## config.mk

```make
export PLATFORM = sky130hd
export DESIGN_NAME = pcie_ts_detector
export DESIGN_NICKNAME = d
export VERILOG_FILES = /design/src/rtl/pcie_ts_pkg.sv /design/src/rtl/pcie_ts_parser.sv /design/src/rtl/pcie_ts_detector.sv
export SDC_FILE = /design/constraint.sdc
export NUM_CORES = 1
export LEC_CHECK = 0
export ABC_AREA = 1
export CAP_MARGIN = 20
export CORE_ASPECT_RATIO = 1.1
export CORE_MARGIN = 2
export CORE_UTILIZATION = 40
export DETAILED_ROUTE_END_ITERATION = 8
export GPL_ROUTABILITY_DRIVEN = 0
export HOLD_SLACK_MARGIN = 0.08
export PLACE_DENSITY = 0.67
export SYNTH_ARGS = -nofsm -noshare
export SYNTH_HDL_FRONTEND = slang
export SYNTH_SLANG_ARGS = --single-unit
export TNS_END_PERCENT = 100
```

## constraint.sdc

```tcl
create_clock -name clk -period 2.05 [get_ports clk]
set_input_delay 0.205 -clock clk [delete_from_list [all_inputs] [get_ports clk]]
set_output_delay 0.205 -clock clk [all_outputs]
set_load 0.05 [all_outputs]
```

## src/rtl/pcie_ts_pkg.sv

```systemverilog
// Shared constants and types for the PCIe receive-side TS1/TS2 detector.
package pcie_ts_pkg;

  localparam logic [7:0] COM    = 8'hBC;
  localparam logic [7:0] PAD    = 8'hF7;
  localparam logic [7:0] TS1_ID = 8'h4A;
  localparam logic [7:0] TS2_ID = 8'h45;

  // Bit positions inside the training-control symbol.
  localparam int CTRL_HOT_RESET  = 0;
  localparam int CTRL_DISABLE    = 1;
  localparam int CTRL_LOOPBACK   = 2;
  localparam int CTRL_SCRAMBLE_OFF = 3;

  localparam logic [3:0] LAST_IDX = 4'd15;

  typedef enum logic {
    ST_HUNT = 1'b0,
    ST_BODY = 1'b1
  } parse_state_e;

  typedef enum logic [1:0] {
    TS_NONE = 2'd0,
    TS1     = 2'd1,
    TS2     = 2'd2
  } ts_type_e;

  typedef struct packed {
    ts_type_e    ts_type;
    logic [7:0]  link;
    logic [7:0]  lane;
    logic [3:0]  ctrl;
  } ts_fields_t;

  function automatic ts_type_e id_to_type(input logic [7:0] id);
    return (id == TS2_ID) ? TS2 : TS1;
  endfunction

endpackage

```

## src/rtl/pcie_ts_parser.sv

```systemverilog
// Symbol-level TS1/TS2 parser: strobes good/bad on the deciding symbol and
// holds the fields captured from the set currently being parsed.
module pcie_ts_parser
  import pcie_ts_pkg::*;
(
  input  logic       clk,
  input  logic       reset,
  input  logic       clear,
  input  logic       sym_valid,
  input  logic [7:0] sym_data,
  input  logic       sym_is_k,
  output logic       good,
  output logic       bad,
  output ts_fields_t fields
);

  parse_state_e state;
  logic [3:0]   idx;
  logic         is_com;
  logic         sym_ok;
  logic [7:0]   id_sym;

  assign is_com = sym_is_k && (sym_data == COM);

  // Legality of the current symbol at its body position and the resulting strobes.
  always_comb begin
    good   = 1'b0;
    bad    = 1'b0;
    sym_ok = 1'b0;
    id_sym = (fields.ts_type == TS2) ? TS2_ID : TS1_ID;
    case (idx)
      4'd1, 4'd2:       sym_ok = !sym_is_k || (sym_data == PAD);
      4'd3, 4'd4, 4'd5: sym_ok = !sym_is_k;
      4'd6:             sym_ok = !sym_is_k && ((sym_data == TS1_ID) || (sym_data == TS2_ID));
      default:          sym_ok = !sym_is_k && (sym_data == id_sym);
    endcase
    if (sym_valid && !clear && (state == ST_BODY)) begin
      if (is_com || !sym_ok) begin
        bad = 1'b1;
      end else if (idx == LAST_IDX) begin
        good = 1'b1;
      end else begin
        good = 1'b0;
      end
    end else begin
      bad = 1'b0;
    end
  end

  // Parser state, symbol index and field capture; a COM inside a body restarts at index 1.
  always_ff @(posedge clk or posedge reset) begin
    if (reset) begin
      state  <= ST_HUNT;
      idx    <= 4'd0;
      fields <= '0;
    end else if (clear) begin
      state  <= ST_HUNT;
      idx    <= 4'd0;
      fields <= '0;
    end else if (sym_valid) begin
      case (state)
        ST_HUNT: begin
          if (is_com) begin
            state <= ST_BODY;
            idx   <= 4'd1;
          end
        end
        ST_BODY: begin
          if (is_com) begin
            idx <= 4'd1;
          end else if (bad || good) begin
            state <= ST_HUNT;
            idx   <= 4'd0;
          end else begin
            idx <= idx + 4'd1;
            case (idx)
              4'd1:    fields.link    <= sym_data;
              4'd2:    fields.lane    <= sym_data;
              4'd5:    fields.ctrl    <= sym_data[3:0];
              4'd6:    fields.ts_type <= id_to_type(sym_data);
              default: ;
            endcase
          end
        end
        default: begin
          state <= ST_HUNT;
          idx   <= 4'd0;
        end
      endcase
    end
  end

endmodule

```

## src/rtl/pcie_ts_detector.sv

```systemverilog
// Receive-side TS detector: consecutive identical TS counting, lock flags,
// last-good field reporting and a sticky no-TS timeout for the LTSSM.
module pcie_ts_detector
  import pcie_ts_pkg::*;
#(
  parameter int unsigned TS_COUNT_REQ   = 8,
  parameter int unsigned TIMEOUT_CYCLES = 1024
) (
  input  logic       clk,
  input  logic       reset,
  input  logic       clear,
  input  logic       sym_valid,
  input  logic [7:0] sym_data,
  input  logic       sym_is_k,
  output logic       ts_rcvd,
  output logic       ts_error,
  output logic       ts1_lock,
  output logic       ts2_lock,
  output logic [7:0] ts_link_num,
  output logic [7:0] ts_lane_num,
  output logic [3:0] ts_ctrl,
  output logic       ts_timeout
);

  localparam int unsigned CW = $clog2(TS_COUNT_REQ + 1);
  localparam int unsigned TW = $clog2(TIMEOUT_CYCLES);
  localparam logic [CW-1:0] CNT_MAX = CW'(TS_COUNT_REQ);
  localparam logic [TW-1:0] TMO_MAX = TW'(TIMEOUT_CYCLES - 1);

  logic          good;
  logic          bad;
  ts_fields_t    parsed;
  ts_fields_t    held;
  logic [CW-1:0] count;
  logic [CW-1:0] count_next;
  ts_type_e      type_next;
  logic          match;
  logic [TW-1:0] tmo_cnt;

  pcie_ts_parser u_parser (
    .clk       (clk),
    .reset     (reset),
    .clear     (clear),
    .sym_valid (sym_valid),
    .sym_data  (sym_data),
    .sym_is_k  (sym_is_k),
    .good      (good),
    .bad       (bad),
    .fields    (parsed)
  );

  // Next consecutive count: a zero count never matches, so the first set after clear counts 1.
  always_comb begin
    match      = (parsed == held) && (count != '0);
    count_next = count;
    type_next  = held.ts_type;
    if (good) begin
      type_next = parsed.ts_type;
      if (match) begin
        count_next = (count == CNT_MAX) ? count : count + CW'(1);
      end else begin
        count_next = CW'(1);
      end
    end else if (bad) begin
      count_next = '0;
    end else begin
      count_next = count;
    end
  end

  // Pulses, held fields, consecutive count and lock flags.
  always_ff @(posedge clk or posedge reset) begin
    if (reset) begin
      ts_rcvd  <= 1'b0;
      ts_error <= 1'b0;
      ts1_lock <= 1'b0;
      ts2_lock <= 1'b0;
      held     <= '0;
      count    <= '0;
    end else if (clear) begin
      ts_rcvd  <= 1'b0;
      ts_error <= 1'b0;
      ts1_lock <= 1'b0;
      ts2_lock <= 1'b0;
      held     <= '0;
      count    <= '0;
    end else begin
      ts_rcvd  <= good;
      ts_error <= bad;
      count    <= count_next;
      ts1_lock <= (count_next == CNT_MAX) && (type_next == TS1);
      ts2_lock <= (count_next == CNT_MAX) && (type_next == TS2);
      if (good) begin
        held <= parsed;
      end
    end
  end

  // No-good-TS watchdog; the flag is raised on the cycle after the counter saturates.
  always_ff @(posedge clk or posedge reset) begin
    if (reset) begin
      tmo_cnt    <= '0;
      ts_timeout <= 1'b0;
    end else if (clear || good) begin
      tmo_cnt    <= '0;
      ts_timeout <= 1'b0;
    end else if (tmo_cnt == TMO_MAX) begin
      ts_timeout <= 1'b1;
    end else begin
      tmo_cnt <= tmo_cnt + TW'(1);
    end
  end

  assign ts_link_num = held.link;
  assign ts_lane_num = held.lane;
  assign ts_ctrl     = held.ctrl;

endmodule

```

Word-level counts from Yosys, hierarchy flattened

Index checks and enable logic that the tools add are counted.

Output and inout bits: 25
Word-level logic and storage cells: 121
Input bits: 13
Register bits: 68

Multiplexer cells: 45
Add/sub/neg operators: 3
Bitwise gates (word level): 1
Reductions and logical operators: 32
Equal/unequal tests: 23

Operator list:

| kind                  | number |
|---|---|
| $mux 22               | 7 |
| $mux 4                | 12 |
| $eq 22x22->1          | 1 |
| $mux 10               | 2 |
| $reduce_and 5->1      | 4 |
| $eq 8x7->1 const B    | 2 |
| $eq 8x8->1 const B    | 2 |
| $mux 1                | 16 |
| $mux 8                | 2 |
| $reduce_bool 2->1     | 8 |
| $eq 4x3->1 const B    | 3 |
| $eq 4x4->1 const B    | 3 |
| $add 10x1->10 const B | 1 |
| $eq 10x10->1 const B  | 1 |
| $add 4x1->4 const B   | 2 |
| $eq 4x2->1 const B    | 2 |
| $eq 8x8->1            | 1 |
| $logic_and 1x1->1     | 8 |
| $pmux 4 s2            | 1 |
| $mux 2                | 3 |
| $ne 2x2->1 const B    | 3 |
| $logic_or 1x1->1      | 5 |
| $eq 2x2->1 const B    | 2 |
| $eq 4x1->1 const B    | 1 |
| other kinds (10)      | 12 |

Logic depth before layout (Yosys ltp)

Gate-level depths: netlist (run 1).

Word-level depth: 15
Gate-level depth with buffers: 16
Gate-level depth less buffers: 15

Cells and area by module

Synthesis (run 1) repeated with hierarchy kept, for this count alone.

Cells, all modules: 507
Area total of the unflattened synthesis: 3911.3 um^2

Modules (own cells, without submodules):

| module           | area each (um^2) | instances | seq. area each (um^2) | cells an instance |
|---|---|---|---|---|
| pcie_ts_detector | 2297.2           | 1         | 1026.0                | 300 |
| pcie_ts_parser   | 1614.0           | 1         | 675.6                 | 207 |

Worst setup path before layout (run 1)

Ideal clock, no wire load.

Path kind: register -> register
From: reg u_parser.idx[0]
To: reg held, in the netlist ts_ctrl[0]
Path buffers: 2
Library setup time: 0.121 ns
Clock period less this slack: 1.841 ns
Path slack: 0.209 ns
Stages on the path, launching flop included: 12
Required time: 1.929 ns
Arrival: 1.720 ns
Path through: dfrtp_1 -> ha_1 -> or2_4 -> nand3_2 -> nand3_2 -> nand2_4 -> nand2_4 -> nand2_4 -> buf_12 -> inv_6 -> buf_6 -> a22o_1

Word-level cells in the longest chain between the ends: 8
Elaborated cells between the ends (all ways): 16
Classes of those cells: eq/ne (7); mux (4); reduce/logical (5)

Ends and longest elaborated chain:

| element                                            | line                   | text |
|---|---|---|
| from (decl)                                        | pcie_ts_parser.sv:18   | `logic [3:0] idx;` |
| from (signal assigned)                             | pcie_ts_parser.sv:75   | `idx <= idx + 4'd1;` |
| $eq 4x2->1 (tied with other cells)                 | pcie_ts_parser.sv:31   | `case (idx)` |
| $reduce_or 3->1 or $reduce_or 2->1 (tied branches) | pcie_ts_parser.sv:31   |  |
| $pmux 1 s3                                         | pcie_ts_parser.sv:31   |  |
| $logic_not 1->1                                    | pcie_ts_parser.sv:38   | `if (is_com \|\| !sym_ok) begin` |
| $logic_or 1x1->1                                   | pcie_ts_parser.sv:38   |  |
| $mux 1 (*)                                         | pcie_ts_parser.sv:38   |  |
| $mux 1 (*)                                         | pcie_ts_parser.sv:37   | `if (sym_valid && !clear && (state == ST_BODY)) begin` |
| $reduce_bool 2->1 (no source line) (*)             | -                      |  |
| to (signal assigned)                               | pcie_ts_detector.sv:94 | `held <= parsed;` |
| to (decl)                                          | pcie_ts_detector.sv:33 | `ts_fields_t held;` |

Every way passes the cells marked *; elsewhere a longest branch is shown, timed or not.
A chain may end at the register's enable or synchronous reset.

Worst setup path after layout (run 1)

From: reg u_parser.idx[0]
To: reg u_parser.fields[3] in the netlist's numbering

Word-level cells in the longest chain between the ends: 10
Elaborated cells between the ends (all ways): 21
Classes of those cells: eq/ne (8); mux (6); reduce/logical (7)

Ends and longest elaborated chain:

| element                                            | line                 | text |
|---|---|---|
| $eq 4x2->1 (tied with other cells)                 | pcie_ts_parser.sv:31 |  |
| $reduce_or 3->1 or $reduce_or 2->1 (tied branches) | pcie_ts_parser.sv:31 |  |
| $pmux 1 s3                                         | pcie_ts_parser.sv:31 |  |
| $logic_not 1->1                                    | pcie_ts_parser.sv:38 |  |
| $logic_or 1x1->1                                   | pcie_ts_parser.sv:38 |  |
| $mux 1                                             | pcie_ts_parser.sv:38 |  |
| $mux 1                                             | pcie_ts_parser.sv:37 |  |
| $logic_or 1x1->1                                   | pcie_ts_parser.sv:71 | `end else if (bad \|\| good) begin` |
| $ne 2x2->1 (no source line)                        | -                    |  |
| $reduce_and 5->1 (no source line) (*)              | -                    |  |
| to (decl)                                          | pcie_ts_parser.sv:14 | `output ts_fields_t fields` |

Marks and branches as above.

==> key figures, run 1 <==
Setup path
  – CP Cell Sequence: inv_2, ha_4, nand3_2, nand2_1, nand3_1, nand3_2, nand2_4, nand3_2, nand2_2, inv_2, nand3_4, inv_6, nand2_2, nand2_1, nand2_1
  – CP max-delay cell: dfrtp_2
  – CP endpoint kind: flip-flop
  – Worst Path Arrival: 2.21 ns
  – Kind of critical path: reg2reg
  – WP data required: 2.29 ns
  – Slowest stage delay, CP: 0.45 ns
  – Stages on worst setup path: 15
  – CP Launch Type: flip-flop
  – Worst R2R Path Depth: 15
  – Crit path max fanout: 5
  – Critical path's top delay family: simple AND/OR/NAND/NOR gates
  – Buffers & Inverters on Critical Path: 3

Yosys
  – Synthesized area: 0.00399 mm2
  – Distinct cells, synth: 36
  – Syn Area/Cell: 7.62 um2
  – Post-synth net total: 543
  – Sequential cell area fraction in the yosys report: 0.427
  – Synth Register Bits: 68
  – Post-synthesis cell count: 523
  – Synth warnings: 0

Layout
  – Fin nets: 595
  – P&R area growth vs syn: 24.5%
  – Share of cells above drive strength 1: 0.179
  – ANT cells: 0
  – Util after Layout: 0.507
  – Filler Cell Count: 915
  – Flip-flop and latch area: 0.00170 mm2
  – Area of the multi-input gates: 0.00188 mm2

Global route
  – Vias in the first global route: 3234
  – Met3 Usage GRT: 0.0288
  – Met1 usage: 0.215
  – Total grt overflow: 0
  – Overall Global Routing Usage: 0.177
  – First-pass GRT wire length: 15100 um
  – Antenna violations before repair: 0
  – Largest net degree at the start of global routing: 69
  – Routing usage on met2: 0.309
  – Busiest grt layer: met2

Min path
  – Worst hold path type: in2async

Detailed routing
  – DRC: 0
  – DR WL/cell: 13.3 um
  – Post-Route WL: 9310 um
  – Via count: 3425
  – DRT antenna net count: 0
  – DRT iter0 DRCs: 149
  – Drt first pass iters: 4
  – DR vias/cell: 4.89

Clock tree
  – Clock buffer count from CTS: 9
  – Clk buf depth: 2
  – Worst-path clk slew: 0.08 ns
  – Worst-Skew Late Latency: 0.35 ns
  – Clock sinks: 68
  – CTS tree: built
  – Root buffer cell: clkbuf_8
  – CTS HTree Levels: 3
  – CTS Hold Bufs: 0

Pwr
  – Worst vdd ir: 0.355 mV
  – Combinational power share: 0.130
  – Sequential Power Share: 0.443
  – Switching Fraction: 0.264
  – Leak: 2.40 nW
  – Tot Pwr: 3.34 mW
  – Power density over the cells: 673 mW/mm2
  – Internal power: 2.46 mW
  – P_sw: 884 uW
  – Clock power share: 0.427

Timing
  – RSZ-0062 raised after global routing: yes
  – Worst hold slack: 0.246 ns
  – Worst-Margin Slew: 0.505 ns
  – Tmin final: 1.98 ns
  – Period utilization: 0.964
  – Slew headroom: 0.662
  – Final Setup Violations: 0
  – Max frequency: 0.506 GHz
  – Worst Clk Skew: 0.0138 ns
  – Fin. Hold Viols: 0
  – Final Max Tran Viols: 0
  – Setup ws final: 0.0747 ns

Job
  – MaxCap Viol Count: 0

Floorplan
  – Die Ht: 109 um
  – Number of core rows: 38
  – Top-level I/O count: 38
  – Chip width: 99.2 um
  – Core area: 0.00979 mm2
  – Starting density of the core: 0.407
  – Total Die Area: 0.0108 mm2

Placed design
  – Pre-CTS WS: -0.0417 ns
  – I/O Buffers: 37
  – DP Wirelength: 6840 um

Run status
  – Status: complete, no violations
## final cells by class
| type | instances | area share |
|---|---|---|
| clock buffer | 11 | 0.0305 |
| clock inverter | 5 | 0.0217 |
| inverter | 73 | 0.0580 |
| multi-input combinational | 353 | 0.379 |
| sequential | 68 | 0.343 |
| tap | 120 | 0.0302 |
| timing repair buffer | 69 | 0.136 |
| timing repair inverter | 1 | 0.00151 |
## state kept, by name (all words and copies together), names as in the netlist
name and cells:
u_parser.fields 22, tmo_cnt 10, ts_lane_num 8, ts_link_num 8
count 4, ts_ctrl 4, u_parser.idx 4, held 2
ts1_lock 1, ts2_lock 1, ts_error 1, ts_rcvd 1
ts_timeout 1, u_parser.state 1
## cells in the mapped netlist, drive strengths merged
cell type    n  area share
inv         73       0.071
a22o         7       0.015
or2          1      0.0022
nand3       29       0.043
nor2        71       0.079
o211ai       1      0.0019
xnor2        4      0.0088
ha           7       0.022
a31oi        1      0.0016
nor3         8       0.010
o21ai       19       0.028
o22ai        8       0.013
nand4        9       0.014
xor2         9       0.020
o31ai        2      0.0038
clkbuf       3      0.0028
buf         26       0.053
dfrtp       68        0.43
a211oi       1      0.0019
a21oi       10       0.013
nand2      166        0.17
## worst min-delay path: stages
cell and delay (ns):
clkdlybuf4s50_1 0.41, inv_2 0.07, buf_12 0.32
## power by group through the flow
stage               logic (mW)  registers, mW  clock network (mW)
global route             0.491           1.49                1.51
floorplan                0.273           1.49                   0
CTS                      0.418           1.48                1.45
finish                   0.436           1.48                1.43
detailed placement       0.416           1.51                   0
global placement         0.408           1.50                   0
## layer usage
metal | vias to the layer above | routed length [um]
met5 | - | 0
met1 | 1608 | 4120
li1 | 1720 | -
met4 | 0 | 182
met2 | 80 | 4620
met3 | 17 | 385
## stage by stage
stage	setup TNS, ns	instances	area [um2]
2_1_floorplan	0	523	3990
3_3_place_gp	-0.00275	680	4550
3_5_place_dp	-0.443	680	4550
4_1_cts	0	696	4810
5_1_grt	-0.816	700	4960
6_report	0	700	4960
## placed cells by master (no fill, tap or decap), drive strengths merged, types with 8 or more instances in the layout
master,netlist,routed
a21oi,10,10
buf,26,32
clkbuf,3,11
clkdlybuf4s50,0,37
dfrtp,68,68
inv,73,72
nand2,166,166
nand3,29,29
nand4,9,9
nor2,71,71
nor3,8,8
o21ai,19,19
o22ai,8,8
xor2,9,9
## worst paths after layout
check / from / to / slack (ns)
worst min-delay path: reset / tmo_cnt[0] / 0.25
worst max register to register: u_parser.idx[0] / u_parser.fields[3] / 0.07
max in group asynchronous: reset / u_parser.idx[0] / 1.49
min in group clk: sym_valid / u_parser.state / 0.51
worst min register to register: u_parser.fields[5] / u_parser.fields[5] / 0.51
worst max-delay path: u_parser.idx[0] / u_parser.fields[3] / 0.07
## timing repair
action | in CTS | in global routing
setup buffers | 0 | 3
gates resized for setup | 0 | 34
endpoints found under the setup margin | 0 | 49
## logic make-up (layout without fill, tap and decap cells)
| kind of cell | Yosys count | in the layout | synth area share |
|---|---|---|---|
| and+or+nand+nor | 284 | 284 | 0.319 |
| buffers and inverters | 102 | 159 | 0.126 |
| DFF | 68 | 68 | 0.427 |
| AOI/OAI and AO/OA | 49 | 49 | 0.0772 |
| xor gates and xnor gates | 13 | 13 | 0.0286 |
| adders and majority gates | 7 | 7 | 0.0220 |
Note: power is estimated with default switching activity, not from simulation.
==> inputs of run 2 (changes only) <==
- SLEW_MARGIN: not set -> 20
==> results of run 2 <==
No change in the layout: final DEF, timing and power equal those of run 1.
